File: config.mk
export PLATFORM = sky130hd
export DESIGN_NAME = ifu_prefetch
export DESIGN_NICKNAME = d
export VERILOG_FILES = /design/src/rtl/ifu_prefetch.sv
export SDC_FILE = /design/constraint.sdc
export NUM_CORES = 1
export LEC_CHECK = 0
export CORE_ASPECT_RATIO = 1.75
export CORE_MARGIN = 2
export CORE_UTILIZATION = 61
export DETAILED_ROUTE_END_ITERATION = 12
export PLACE_DENSITY_LB_ADDON = 0.1
export REMOVE_ABC_BUFFERS = 1
export SLEW_MARGIN = 20
export SYNTH_ARGS = -nofsm -noshare
export SYNTH_HDL_FRONTEND = slang
export SYNTH_SLANG_ARGS = --single-unit
File: constraint.sdc
create_clock -name clk -period 5.4 [get_ports clk]
set_input_delay 0.81 -clock clk [delete_from_list [all_inputs] [get_ports clk]]
set_output_delay 0.81 -clock clk [all_outputs]
set_load 0.01 [all_outputs]
File: src/rtl/ifu_prefetch.sv
// Instruction-fetch prefetch queue: sequential fetch requests, in-order
// response buffering, redirect flush with stale-response discard.
module ifu_prefetch #(
  parameter int              XLEN     = 64,
  parameter logic [XLEN-1:0] RESET_PC = 64'h8000_0000,
  parameter int              DEPTH    = 4
) (
  input  logic                   clk,
  input  logic                   rstn,
  input  logic                   redirect_en,
  input  logic [XLEN-1:0]        redirect_pc,
  output logic                   imem_req_valid,
  input  logic                   imem_req_ready,
  output logic [XLEN-1:0]        imem_req_addr,
  input  logic                   imem_rsp_valid,
  input  logic [31:0]            imem_rsp_instr,
  output logic                   out_valid,
  input  logic                   out_ready,
  output logic [XLEN-1:0]        out_pc,
  output logic [31:0]            out_instr,
  output logic [XLEN-1:0]        out_snxt_pc,
  output logic [$clog2(DEPTH):0] occupancy
);

  localparam int AW = $clog2(DEPTH);
  localparam int CW = $clog2(DEPTH) + 1;

  logic [XLEN-1:0] r_pc    [DEPTH];
  logic [XLEN-1:0] r_nxt   [DEPTH];
  logic [31:0]     r_instr [DEPTH];
  logic [DEPTH-1:0] r_filled;

  logic [AW-1:0]   r_head;
  logic [AW-1:0]   r_tail;
  logic [AW-1:0]   r_fill;
  logic [CW-1:0]   r_occ;
  logic [CW-1:0]   r_outst;
  logic [CW-1:0]   r_drop;
  logic [XLEN-1:0] r_fetch_pc;
  logic            r_run;

  logic            w_acc;
  logic            w_keep;
  logic            w_deq;
  logic [CW-1:0]   w_outst_nxt;

  assign imem_req_valid = r_run & ~redirect_en
                        & (r_occ < CW'(DEPTH))
                        & (r_outst < CW'(DEPTH));
  assign imem_req_addr  = r_fetch_pc;

  assign w_acc  = imem_req_valid & imem_req_ready;
  assign w_keep = imem_rsp_valid & (r_drop == '0);
  assign w_deq  = out_valid & out_ready & ~redirect_en;

  assign w_outst_nxt = r_outst + CW'(w_acc)
                     - CW'(imem_rsp_valid);

  assign out_valid   = r_filled[r_head];
  assign out_pc      = r_pc[r_head];
  assign out_snxt_pc = r_nxt[r_head];
  assign out_instr   = r_instr[r_head];
  assign occupancy   = r_occ;

  always_ff @(posedge clk or negedge rstn) begin
    if (!rstn) begin
      for (int i = 0; i < DEPTH; i++) begin
        r_pc[i]    <= '0;
        r_nxt[i]   <= '0;
        r_instr[i] <= '0;
      end
      r_filled   <= '0;
      r_head     <= '0;
      r_tail     <= '0;
      r_fill     <= '0;
      r_occ      <= '0;
      r_outst    <= '0;
      r_drop     <= '0;
      r_fetch_pc <= RESET_PC;
      r_run      <= 1'b0;
    end else begin
      r_run   <= 1'b1;
      r_outst <= w_outst_nxt;
      if (imem_rsp_valid && (r_drop != '0))
        r_drop <= r_drop - CW'(1);
      if (redirect_en) begin
        // every still-outstanding response predates the redirect
        r_drop     <= w_outst_nxt;
        r_fetch_pc <= redirect_pc;
        r_occ      <= '0;
        r_head     <= '0;
        r_tail     <= '0;
        r_fill     <= '0;
        r_filled   <= '0;
      end else begin
        if (w_acc) begin
          r_pc[r_tail]  <= r_fetch_pc;
          r_nxt[r_tail] <= r_fetch_pc + XLEN'(4);
          r_tail        <= r_tail + AW'(1);
          r_fetch_pc    <= r_fetch_pc + XLEN'(4);
        end
        if (w_keep) begin
          r_instr[r_fill]  <= imem_rsp_instr;
          r_filled[r_fill] <= 1'b1;
          r_fill           <= r_fill + AW'(1);
        end
        if (w_deq) begin
          r_filled[r_head] <= 1'b0;
          r_head           <= r_head + AW'(1);
        end
        r_occ <= r_occ + CW'(w_acc) - CW'(w_deq);
      end
    end
  end

endmodule

==> impl_metrics.json <==
{
  "core_area_um2": 55200,
  "vdd_drop_max_mv": 0.280,
  "p_seq_frac": 0.431,
  "p_comb_frac": 0.281,
  "power_density_nw_per_um2": 427,
  "place.gp.congestion": 0.865,
  "grt_usage": 0.350,
  "grt_remaining_overflow": 0,
  "yosysUniqueCellTypes": 71,
  "finalPower_mw": 17.1,
  "ys_seq_elements": 716,
  "crit_type": "reg -> out",
  "clk_pin_slew_ns": 0.07,
  "clock-sinks": 716,
  "r2r_cells": 5,
  "root_buffer": "clkbuf_16",
  "leakagePower_nw": 18.3,
  "synth-edff-count": 0,
  "min_path_type": "in -> async",
  "drtAntennaViolNets": 0,
  "clockPowerShare": 0.288,
  "nFillCells": 3908,
  "rsz0062_at_grt": "false",
  "crit_path_end_kind": "primary output",
  "r2r_setup_slack_ns": 1.96,
  "final_nets": 3511,
  "r2r_end": "imem_req_addr[61]$_DFFE_PN0N_",
  "hold_viol_final": 0,
  "grt_pass1_vias": 27100,
  "max_clock_freq_ghz": 0.248,
  "initial_core_util": 0.617,
  "crit_path_top_delay_cell": "dfrtp_4",
  "cts_buffers": 68,
  "die_width_um": 183,
  "synth_ff_type": "dfrtp_1",
  "crit_path_cell_trace": "buf_4 > mux4_2 > clkdlybuf4s50_1",
  "slowest_delay_ns": 0.93,
  "drive_above_1_share": 0.141,
  "htree_levels": 3,
  "period_share": 0.746,
  "synth_area_um2": 34100,
  "switchingPower_mw": 5.06,
  "synth_cells": 3214,
  "via_per_inst": 6.33,
  "cts_hold_buf": 0,
  "worstPathMaxFanout": 34,
  "finalSetupViolCount": 0,
  "dp_hpwl_mm": 65.0,
  "dieArea_um2": 57800,
  "wire_per_inst_um": 24.1,
  "finClkSkew_ns": 0.0172,
  "io_buffers": 330,
  "r2r_start": "imem_req_addr[39]$_DFFE_PN0N_",
  "ys_seq_area_frac": 0.526,
  "antenna_found_initial": 3,
  "drtIter0Drc": 2245,
  "tritoncts": "done",
  "period_minus_slack_ns": 4.03,
  "clock_latency_ns": 0.60,
  "drcViolationCount": 0,
  "post_cts_buffers": 0,
  "cap_viol_max_count": 0,
  "syn2layout_area_growth_pct": 17.4,
  "maxSlewViolCount": 0,
  "run_status": "complete, no violations",
  "cts_buffer_depth": 3,
  "routed_wl_mm": 99.9,
  "dr.pass1.iters": 6,
  "slew_headroom": 0.218,
  "rows": 114,
  "grt_pass1_wl_mm": 155,
  "io_pins": 331,
  "cts_resized": 0,
  "cp-start-kind": "flop",
  "p_int_mw": 12.0,
  "die_h_um": 317,
  "vias": 26200,
  "arrival_ns": 3.22,
  "yosysWarnings": 0,
  "p_sw_frac": 0.297,
  "whs_ns": 0.216,
  "syn_area_per_cell_um2": 10.6,
  "cp.required_ns": 4.59,
  "grt_max_degree": 166,
  "tightest_slew_ns": 1.17,
  "async_reset_ff_frac": 1.00
}
==> final cells by class <==
type,instances,area (µm²),share of cell area
inverters,18,67.6,0.00169
clock inverters,11,155,0.00388
clock buffers,109,2110,0.0528
multi-input cells,2207,15000,0.375
repair buffers,377,3850,0.0962
well taps,696,871,0.0218
flip-flops and latches,716,17900,0.448
diodes,2,5.00,0.000125
==> per-layer routing <==
metal	vias up	part of all wire	GRT usage
li1	11400	-	-
met1	13200	0.36	0.425
met2	1319	0.50	0.583
met3	295	0.082	0.0710
met4	2	0.061	0.210
met5	-	0.00011	0
==> cells in the final DEF, fill, tap and decap left out, types with 6 or more instances in the layout <==
cell / instances
nand2_1: 1031
dfrtp_1: 713
clkdlybuf4s50_1: 328
o21ai_0: 256
mux4_2: 159
mux2_2: 142
nor2_1: 77
clkbuf_16: 73
xnor2_1: 57
nand4_1: 48
nor4_1: 41
and2_1: 36
mux2i_1: 34
buf_4: 33
a21o_1: 29
nand3_1: 29
xor2_1: 23
and4_1: 23
a31oi_1: 22
clkbuf_1: 21
ha_1: 19
or4_1: 18
nor3_1: 18
inv_1: 16
o211ai_1: 15
clkbuf_8: 15
buf_12: 15
and3_1: 13
a2bb2oi_1: 12
or3_1: 10
a221o_1: 8
nor4_4: 7
clkinv_2: 7
nor2b_1: 6
nand3_4: 6
==> logic make-up after synthesis <==
| logic type | synth area share |
|---|---|
| compound gates | 0.0646 |
| mux | 0.162 |
| buf+inv | 0.0359 |
| flops | 0.526 |
| simple gates | 0.183 |
| fa+ha+maj | 0.00815 |
| xor+xnor | 0.0206 |
| other cells | 0.000110 |
==> synth_stat cells, types with 4 or more instances <==
master / instances / area, µm²
and2_1: 36 / 225
xnor2_1: 57 / 499
and3_1: 17 / 106
nor3b_1: 5 / 37.5
nor2b_1: 6 / 37.5
nand4_1: 48 / 300
a21oi_1: 4 / 20.0
dfrtp_1: 715 / 17900
a221o_1: 8 / 80.1
o21ai_0: 256 / 1280
buf_1: 37 / 139
nand2_1: 1031 / 3870
inv_1: 16 / 60.1
mux4_2: 159 / 3580
or4_1: 18 / 135
a41oi_1: 4 / 35.0
nor2_1: 77 / 289
or3_1: 10 / 62.6
mux2i_1: 34 / 340
nor3_1: 19 / 95.1
a21o_1: 29 / 218
buf_4: 17 / 128
a22oi_1: 5 / 37.5
a2bb2oi_1: 12 / 105
nor4_1: 41 / 257
o211ai_1: 15 / 113
mux2_2: 142 / 1600
and4_1: 23 / 201
nor4_4: 7 / 149
buf_2: 37 / 185
a31oi_1: 22 / 138
ha_1: 19 / 238
a22o_1: 5 / 43.8
clkbuf_1: 178 / 668
nand3_1: 32 / 160
xor2_1: 23 / 201
==> power groups by stage <==
stage / registers, mW / clock network (mW) / logic (mW)
after CTS: 7.34 / 4.97 / 4.82
after global routing: 7.48 / 5.17 / 5.17
final: 7.36 / 4.92 / 4.79
after global placement: 7.32 / 0 / 4.66
after detailed placement: 7.43 / 0 / 4.79
after floorplan: 7.21 / 0 / 2.48
==> critical path, delay by kind of cell, from the launching register on <==
family / cells / cell delay, ns
buffers and inverters: 2 / 1.03
DFF: 1 / 0.93
muxes: 1 / 0.62
==> registers in the layout (all words and copies together), names as in the netlist <==
register       count
r_filled           4
imem_req_addr     64
r_fill             2
r_outst            3
r_instr          128
r_nxt            248
r_pc             256
occupancy          3
r_head             2
r_tail             2
r_run              1
r_drop             3
==> through the flow <==
stage                     setup TNS [ns]   util  std cells  cell area, µm²  worst slack [ns]
after global placement                 0  0.683       4014           37700              1.91
after floorplan                  -401.93      -       2941           32900             -3.04
final                                  0  0.724       4136           40000              1.37
after global routing                   0  0.724       4135           40000              1.19
after CTS                              0  0.724       4134           40000              1.27
after detailed placement               0  0.683       4014           37700              1.72
==> worst max-delay path by stage <==
stage | startpoint | end | slack [ns]
final | r_head[0]$_DFFE_PN0P_ | out_snxt_pc[45] | 1.37
after global routing | r_head[0]$_DFFE_PN0P_ | out_pc[59] | 1.19
after CTS | r_head[0]$_DFFE_PN0P_ | out_snxt_pc[45] | 1.27
after detailed placement | redirect_en | r_drop[2]$_DFFE_PN0P_ | 1.72
after global placement | redirect_en | r_drop[2]$_DFFE_PN0P_ | 1.91
after floorplan | r_head[0]$_DFFE_PN0P_ | occupancy[2]$_DFF_PN0_ | -3.04
No activity file was read; power rests on OpenSTA's default activity.
